File: config.mk
export PLATFORM = sky130hd
export DESIGN_NAME = demux_store
export DESIGN_NICKNAME = d
export VERILOG_FILES = /design/src/rtl/demux_store.sv
export SDC_FILE = /design/constraint.sdc
export NUM_CORES = 2
export LEC_CHECK = 0
export ABC_AREA = 0
export CORE_AREA = 5 5 426 428
export CTS_CLUSTER_SIZE = 25
export DETAILED_ROUTE_END_ITERATION = 8
export DIE_AREA = 0 0 431 433
export SYNTH_ARGS = -nofsm -noshare
export SYNTH_HDL_FRONTEND = slang
export SYNTH_SLANG_ARGS = --single-unit
File: constraint.sdc
create_clock -name clk -period 3.8 [get_ports clk]
set_clock_uncertainty 0.15 [all_clocks]
set_input_delay 0.38 -clock clk [delete_from_list [all_inputs] [get_ports clk]]
set_output_delay 0.38 -clock clk [all_outputs]
set_load 0.01 [all_outputs]
File: src/rtl/demux_store.sv
// Write-addressed 32-slot register store with per-slot valid bits and a fill count.
// Defining DEMUX_CLEAR_EN adds the clr port and a 32-cycle sequential clear-all walk.
module demux_store #(
    parameter int DATA_SIZE = 32,
    parameter int SIZE      = DATA_SIZE * 32
) (
    input  logic                 clk,
    input  logic                 rst,
    input  logic                 wr_valid,
    output logic                 wr_ready,
    input  logic [4:0]           wr_sel,
    input  logic [DATA_SIZE-1:0] wr_data,
`ifdef DEMUX_CLEAR_EN
    input  logic                 clr,
`endif
    output logic [SIZE-1:0]      d_o,
    output logic [31:0]          slot_valid,
    output logic [5:0]           count,
    output logic                 full
);

    logic       write_fire;
    logic [5:0] count_next;

`ifdef DEMUX_CLEAR_EN
    typedef enum logic {
        IDLE  = 1'b0,
        CLEAR = 1'b1
    } state_t;

    state_t     state;
    logic [4:0] clr_idx;

    assign wr_ready = (state == IDLE);
`else
    assign wr_ready = 1'b1;
`endif

    assign write_fire = wr_valid && wr_ready;

    // A write and a clear step never coincide: writes are only accepted in IDLE.
    always_comb begin
        count_next = count;
        if (write_fire && !slot_valid[wr_sel]) begin
            count_next = count + 6'd1;
        end
`ifdef DEMUX_CLEAR_EN
        if (state == CLEAR && slot_valid[clr_idx]) begin
            count_next = count - 6'd1;
        end
`endif
    end

    always_ff @(posedge clk) begin
        if (rst) begin
            d_o        <= '0;
            slot_valid <= '0;
            count      <= '0;
            full       <= 1'b0;
`ifdef DEMUX_CLEAR_EN
            state      <= IDLE;
            clr_idx    <= '0;
`endif
        end else begin
            if (write_fire) begin
                d_o[int'(wr_sel)*DATA_SIZE +: DATA_SIZE] <= wr_data;
                slot_valid[wr_sel]                       <= 1'b1;
            end
`ifdef DEMUX_CLEAR_EN
            // clr is only looked at in IDLE, so a clear in progress is never restarted.
            case (state)
                IDLE: begin
                    if (clr) begin
                        state   <= CLEAR;
                        clr_idx <= '0;
                    end
                end
                CLEAR: begin
                    d_o[int'(clr_idx)*DATA_SIZE +: DATA_SIZE] <= '0;
                    slot_valid[clr_idx]                       <= 1'b0;
                    clr_idx                                   <= clr_idx + 5'd1;
                    if (clr_idx == 5'd31) begin
                        state <= IDLE;
                    end
                end
                default: state <= IDLE;
            endcase
`endif
            count <= count_next;
            full  <= (count_next == 6'd32);
        end
    end

endmodule

==> metrics <==
Worst Hold End=d_o[222]$_SDFFE_PP0P_; Synth Instances=5135; reg2reg end=full$_SDFF_PP0_; clock latency on the worst-skew pair=0.75 ns; initial core utilization=22.2%; Final Net Count=6215; Rel. slew slack=12.4%; initial antenna violation count=24; Design Area, Final=58500 µm²; weighted congestion at the end of routability-driven global placement=0.898; Mapped Area=39400 µm²; area leader, netlist=dfxtp_1; Worst Hold Class=in2reg; area grow syn2layout=48.5%; # IOs=1104; first-pass GRT wire length=316000 µm; Buffers on Ports=1102; Data required, critical path=4.33 ns; top cell type's share of synthesized area=54.0%; r2r startpoint=slot_valid[19]$_SDFFE_PP0P_; drt total wl=234000 µm; row count=155; Clock transition at path regs=0.06 ns; Worst Setup Path Type=in2reg; total number of vias=42033; worst reg2reg path depth=6; DIE AREA=187000 µm²; Clk Tree Root Cell=clkbuf_16; drc violations=0; post-CTS setup buffer count=0; max_cap viols=0; CTS max path bufs=3; syn_nets=5181; fraction of layout instances using a drive strength above 1=8.91%; crit share post-route=81.2%; Fill cells=18569; total congestion overflow=0; Worst setup EP type=flop; area occupied by multi-input gates=16500 µm²; Pre-Repair DR Iteration Count=8; DIE WIDTH=431 µm; worst-path fanout max=38; Final Power=0.0248 W; sequential area share after synthesis=54.0%; Post-DRT Antenna Nets=0; Synth area leaders=dfxtp_1 (54%), a21oi_1 (13%), nand2_1 (13%); GR Util All Layers=23.8%; maximum vdd drop=0.408 mV; hold path cells=4; Netlist cell types=54; core region area=177000 µm²; worst-margin pin slew=1.31 ns; RSZ-0062 raised after global routing=false; Max Freq=324 MHz; DR vias/cell=4.87; placed cell area=54400 µm²; largest net degree at the start of global routing=127; setup_tns=0 ns; Leak=19.0 nW; Storage cell area=21300 µm²; CP Launch Type=input pin; status=complete, no violations; Slew Limit Fails=0; vias in the first global route=38646; Power Density=423 nW/µm²; Die Span Y=433 µm; CTS H-tree depth=3; TritonCTS Buffers=117; WP data arrival=3.62 ns; Final setup viols=0; total number of yosys warnings=0; DR iter-0 viols=4331; DP HPWL=168000 µm; Tmin final=3.09 ns; synthesized flop and latch total=1063; hold_sp=wr_data[30]; average cell area after synthesis=7.67 µm²; R2R setup slack=1.06 ns; CTS tree=done; Final Hold Viols=0; Sink Count=1063; WL/cell=27.1 µm
-- per-stage QoR --
step | std cells | utilization (%) | hold WS [ns] | setup slack, ns
after floorplan | 5135 | - | 0.326 | 0.0278
after global placement | 8392 | 30.6 | 0.288 | 0.0208
after detailed placement | 8392 | 30.6 | 0.293 | 0.0346
after CTS | 8619 | 32.9 | 0.00382 | 0.867
after global routing | 8625 | 32.9 | 0.0389 | 0.657
final | 8634 | 33.0 | 0.0983 | 0.714
-- worst max path at each step --
| stage | startpoint | end | slack [ns] |
|---|---|---|---|
| after detailed placement | wr_sel[1] | d_o[965]$_SDFFE_PP0P_ | 0.03 |
| after global placement | wr_sel[1] | d_o[965]$_SDFFE_PP0P_ | 0.02 |
| after global routing | wr_sel[1] | d_o[965]$_SDFFE_PP0P_ | 0.66 |
| final | wr_sel[1] | d_o[965]$_SDFFE_PP0P_ | 0.71 |
| after CTS | wr_sel[1] | d_o[965]$_SDFFE_PP0P_ | 0.87 |
| after floorplan | wr_sel[0] | d_o[268]$_SDFFE_PP0P_ | 0.03 |
-- cells in the mapped netlist, drive strengths merged --
| master | n |
|---|---|
| or3 | 9 |
| or2 | 2 |
| o211ai | 1 |
| mux2 | 12 |
| o2111a | 1 |
| nand2 | 1335 |
| nor3 | 49 |
| o21ai | 1 |
| inv | 7 |
| a21boi | 3 |
| and3 | 3 |
| nor2 | 511 |
| and3b | 2 |
| a21o | 1 |
| conb | 1 |
| o31a | 1 |
| and4b | 1 |
| nor2b | 2 |
| or4 | 1 |
| mux2i | 2 |
| nor4 | 5 |
| and4 | 1 |
| nand4 | 81 |
| nor4b | 2 |
| mux4 | 3 |
| xor2 | 2 |
| nand2b | 10 |
| nor3b | 4 |
| nand4b | 1 |
| clkbuf | 348 |
| nand3b | 2 |
| o31ai | 1 |
| o211a | 1 |
| buf | 115 |
| nand3 | 464 |
| a22oi | 3 |
| dfxtp | 1063 |
| ha | 6 |
| a21oi | 1062 |
| a31oi | 1 |
| xnor2 | 4 |
| and2 | 11 |
-- report_power, final --
part	total (W)	internal [W]	switching, W
clock	0.0118	0.00682	0.00501
combinational	0.00174	0.000366	0.00138
sequential	0.0112	0.0112	0.0000164
-- registers in the layout, indices dropped and copies added (netlist names) --
register	count
count	6
d_o	1024
full	1
slot_valid	32
-- kinds of logic (layout without fill, tap and decap cells) --
| family | after synthesis | after routing | share of synthesized area (%) |
|---|---|---|---|
| AO/OA/AOI/OAI | 1076 | 1076 | 13.8 |
| other | 1 | 16 | 0.00952 |
| XOR/XNOR | 6 | 6 | 0.152 |
| adder cells (fa/ha/maj) | 6 | 6 | 0.191 |
| buffers and inverters | 470 | 1599 | 4.78 |
| multiplexers | 17 | 17 | 0.565 |
| AND/OR/NAND/NOR | 2496 | 2496 | 26.5 |
| flip-flops | 1063 | 1063 | 54.0 |
-- worst max-delay path: stages --
cell             delay (ns)
clkdlybuf4s50_1        0.52
inv_1                  0.09
ha_2                   0.55
nor3b_2                0.40
buf_12                 0.26
buf_4                  0.46
nand2_1                0.34
nor2_1                 0.29
nand2_1                0.09
a21oi_1                0.16
-- repair_timing --
| item | in CTS | in global routing |
|---|---|---|
| endpoints found under the hold margin | 88 | 0 |
| endpoints found under the setup margin | 0 | 0 |
| hold buffers | 13 | 0 |
| resized for setup | 0 | 0 |
-- layer usage --
metal	routed length (µm)	global-route usage, %	vias to the layer above
met5	10	0	-
met4	14000	12.3	2
met3	18300	5.17	447
met2	112000	40.1	2073
met1	90100	28.4	20381
li1	-	-	19130
-- final cells by class --
| type | count | share of cell area [%] |
|---|---|---|
| antenna | 15 | 0.0642 |
| clock buffer | 167 | 5.79 |
| clock inverter | 47 | 0.984 |
| tap | 2355 | 5.04 |
| sequential | 1063 | 36.4 |
| multi-input combinational | 3602 | 28.2 |
| timing repair buffer | 1378 | 23.5 |
| inverter | 7 | 0.0449 |
-- cell usage in the layout (no fill, tap or decap), types with 5 or more instances in the layout --
| cell | n |
|---|---|
| a21oi_1 | 1061 |
| and2_1 | 11 |
| buf_12 | 60 |
| buf_2 | 26 |
| buf_4 | 203 |
| bufinv_16 | 9 |
| clkbuf_1 | 23 |
| clkbuf_16 | 117 |
| clkbuf_8 | 27 |
| clkdlybuf4s50_1 | 1075 |
| clkinv_2 | 20 |
| clkinvlp_4 | 5 |
| dfxtp_1 | 1063 |
| diode_2 | 15 |
| dlygate4sd3_1 | 13 |
| ha_1 | 5 |
| inv_1 | 7 |
| inv_6 | 6 |
| mux2_2 | 12 |
| nand2_1 | 1328 |
| nand2_2 | 7 |
| nand2b_1 | 6 |
| nand3_1 | 460 |
| nand4_1 | 81 |
| nor2_1 | 484 |
| nor2_2 | 15 |
| nor2_4 | 12 |
| nor3_1 | 45 |
| or3_1 | 9 |
Power figures use the tool's default switching activity.
==> variant, RTL diff (same settings) <==
Set the parameter `DATA_SIZE` to 16 (it was 32).
--- a/src/rtl/demux_store.sv
+++ b/src/rtl/demux_store.sv
@@ -1,7 +1,7 @@
 // Write-addressed 32-slot register store with per-slot valid bits and a fill count.
 // Defining DEMUX_CLEAR_EN adds the clr port and a 32-cycle sequential clear-all walk.
 module demux_store #(
-    parameter int DATA_SIZE = 32,
+    parameter int DATA_SIZE = 16,
     parameter int SIZE      = DATA_SIZE * 32
 ) (
     input  logic                 clk,
Interface: changed (resized d_o and wr_data); port bits go from 1104 to 576. No check against the original RTL was run, so the function may have changed too.
==> variant against the original RTL <==
- setup slack worse by 0.19 ns
- sequential cell count is 512 lower
- final area fell by 44%
- wire length is 47% lower
- combinational power decreased by 43%
- synthesized area fell by 47%
- critical path type unchanged
- total power down 45%
- synthesized cell count fell by 49%
- highest routed layer is now met4
==> variant: results (changes against the original RTL) <==
Status -> complete, no violations
Drt wl/cell -> 22.30 um (-18%)
Fraction of registers with async set or reset after synthesis -> 0% (unchanged)
Fraction of layout cells with a size suffix above 1 -> 10.02% (+1.1 points)
Area after detailed placement -> 0.03050 mm^2 (-44%)
Mux cell area share after synthesis -> 1.698% (+1.1 points)
Antenna violations before repair -> 11 (-54%)
Port-buffer cells -> 574 (-48%)
Detailed placer's ending HPWL -> 95,010 um (-43%)
Cell types with the highest counts after synthesis -> 551 x dfxtp_1, 534 x a21oi_1, 363 x nor2_1
Biggest registers after layout -> d_o x512, slot_valid x32, count x6
Path depth of the worst reg2reg path -> 7 (+1)
Number of distinct library cell variants in the gate-level netlist after synthesis -> 53 (-1.9%)
GRT Overall Usage -> 12.71% (-11 points)
Root buffer selected by CTS -> clkbuf_16
Stage delay of the slowest cell on the critical path -> 0.78 ns (+0.23 ns)
Startpoint of the most critical hold path -> wr_data[5]
Share of the yosys chip area belonging to registers -> 52.33% (-1.7 points)
Min-Delay Path Depth -> 3 (-1)
Routed vias -> 21,900 (-48%)
# nets final -> 3,206 (-48%)
Most instantiated flip-flop cell in the synthesis netlist -> dfxtp_1
Leak pwr -> 10.37 nW (-45%)
Number of global-route vias before repair -> 20,710 (-46%)
Count of fill cells added during filler insertion -> 19,710 (+6.2%)
Cell with the biggest individual delay on the critical path -> clkdlybuf4s50_1
Post-Synthesis Net Count -> 2,669 (-48%)
Endpoint, Worst Hold -> d_o[181]
Warnings, synthesis -> 0 (unchanged)
Initial DRC count -> 1,988 (-54%)
Largest net degree at the start of global routing -> 128 (+0.79%)
Worst skew pair latency -> 0.66 ns (-0.09 ns)
Worst min-delay path category -> in2reg
Met3 routing resource usage after global routing -> 2.169% (-3.0 points)
Xor and xnor fraction of the mapped netlist area -> 0.3265% (+0.17 points)
Dominant delay contributor by cell family on the critical path -> buffers and inverters
RePlAce Congestion -> 0.8125 (-9.5%)
Area fraction in compound gates after synthesis -> 12.96% (-0.85 points)
Register-to-Register Setup Slack -> 1.35 ns (+0.29 ns)
Arrival time worst endpoint -> 3.70 ns (+0.08 ns)
Top area cells in the synthesized netlist -> dfxtp_1 52%, a21oi_1 13%, nor2_1 6.5%, nand2_1 5.6%, nand4_1 4.2%
Met1 Use GR -> 13.43% (-15 points)
Synth Area in Adders -> 0.3561% (+0.17 points)
First-pass GRT wire length -> 167,100 um (-47%)
Remaining max-slew budget at the tightest pin -> 11.47% (-0.89 points)
Clk buf depth -> 3 (unchanged)
Worst vdd rail ir drop -> 333.7 uV (-18%)
R2R Path Start -> slot_valid[13]
TritonCTS Buffers -> 69 (-41%)
CTS HTree Levels -> 3 (unchanged)
Clock slew seen by the registers of the worst setup and hold paths -> 0.07 ns
Met2 GRT Util -> 23.33% (-17 points)
First-pass iteration count of the detailed router -> 6 (-2)
Reg-to-Reg End -> full
Biggest fanout along the worst timing path -> 10 (-74%)
## variant: cell count changes after synthesis, sizes merged, moves of 101 or more
cell,delta
a21oi,-528
clkbuf,-126
dfxtp,-512
nand2,-1021
nand3,-290
nor2,-146
nor3,+101
## variant: metrics by stage
stage / cells / util, % / setup TNS, ns / setup WS [ns] / hold slack [ns]
finish: 5584 / 18.52 / 0 / 0.5263 / 0.1575
global route: 5582 / 18.52 / 0 / 0.4240 / 0.1308
CTS: 5580 / 18.51 / 0 / 0.5839 / 0.1019
detailed placement: 5459 / 17.19 / -2.662 / -0.1231 / 0.2953
global placement: 5459 / 17.19 / -1.243 / -0.1108 / 0.2874
floorplan: 2639 / - / 0 / 0.4630 / 0.3261
## variant: how the worst max path moves through the flow
stage | endpoint | slack (ns) | cells after the start | startpoint
finish | d_o[393] | 0.53 | 10 | wr_sel[4]
detailed placement | d_o[398] | -0.12 | 10 | wr_sel[4]
CTS | d_o[398] | 0.58 | 10 | wr_sel[4]
global placement | d_o[388] | -0.11 | 10 | wr_sel[4]
floorplan | d_o[361] | 0.46 | 14 | wr_sel[0]
global route | d_o[398] | 0.42 | 13 | wr_sel[1]
## variant: repair_timing
item / in CTS / in global routing
setup buffers: 0 / 0
resized for setup: 0 / 0
hold buffers: 1 / 0
hold endpoints to repair: 49 / 0
## variant: where the power goes
part           internal, mW  total [mW]  switching (mW)  leakage, nW
Sequential             5.79        5.80          0.0123         4.44
Clock                  4.11        6.89            2.78         1.15
Combinational         0.219       0.987           0.768         4.78
Total                  10.1        13.7            3.56         10.4
## variant: metal layers
layer	routed length (um)	share of wire, %
met5	0	0
met4	8972	7.2
met3	5845	4.7
met2	64790	52
met1	44940	36
## variant: final cells by class
type / instances / area (um^2) / share of cell area (%)
Sequential cell: 551 / 11030 / 33.57
Multi-Input combinational cell: 1821 / 9101 / 27.70
Timing Repair Buffer: 729 / 7417 / 22.57
Tap cell: 2355 / 2947 / 8.967
Clock buffer: 86 / 1893 / 5.761
Clock inverter: 34 / 446.7 / 1.359
Inverter: 4 / 15.01 / 0.04569
Antenna cell: 4 / 10.01 / 0.03046
## variant: cell families after synthesis
| kind of cell | Yosys count |
|---|---|
| adders and majority gates | 6 |
| AOI/OAI and AO/OA | 541 |
| and+or+nand+nor | 1239 |
| other | 1 |
| xor gates and xnor gates | 7 |
| muxes | 27 |
| DFF | 551 |
| buffers and inverters | 267 |
## variant: worst reg2reg max path: cells and delay by family (launching register included)
kind / cells / cell delay (ns)
AND/OR/NAND/NOR: 4 / 0.83
multiplexers: 1 / 0.50
flip-flops: 1 / 0.33
AO/OA/AOI/OAI: 1 / 0.28
buffers and inverters: 1 / 0.22
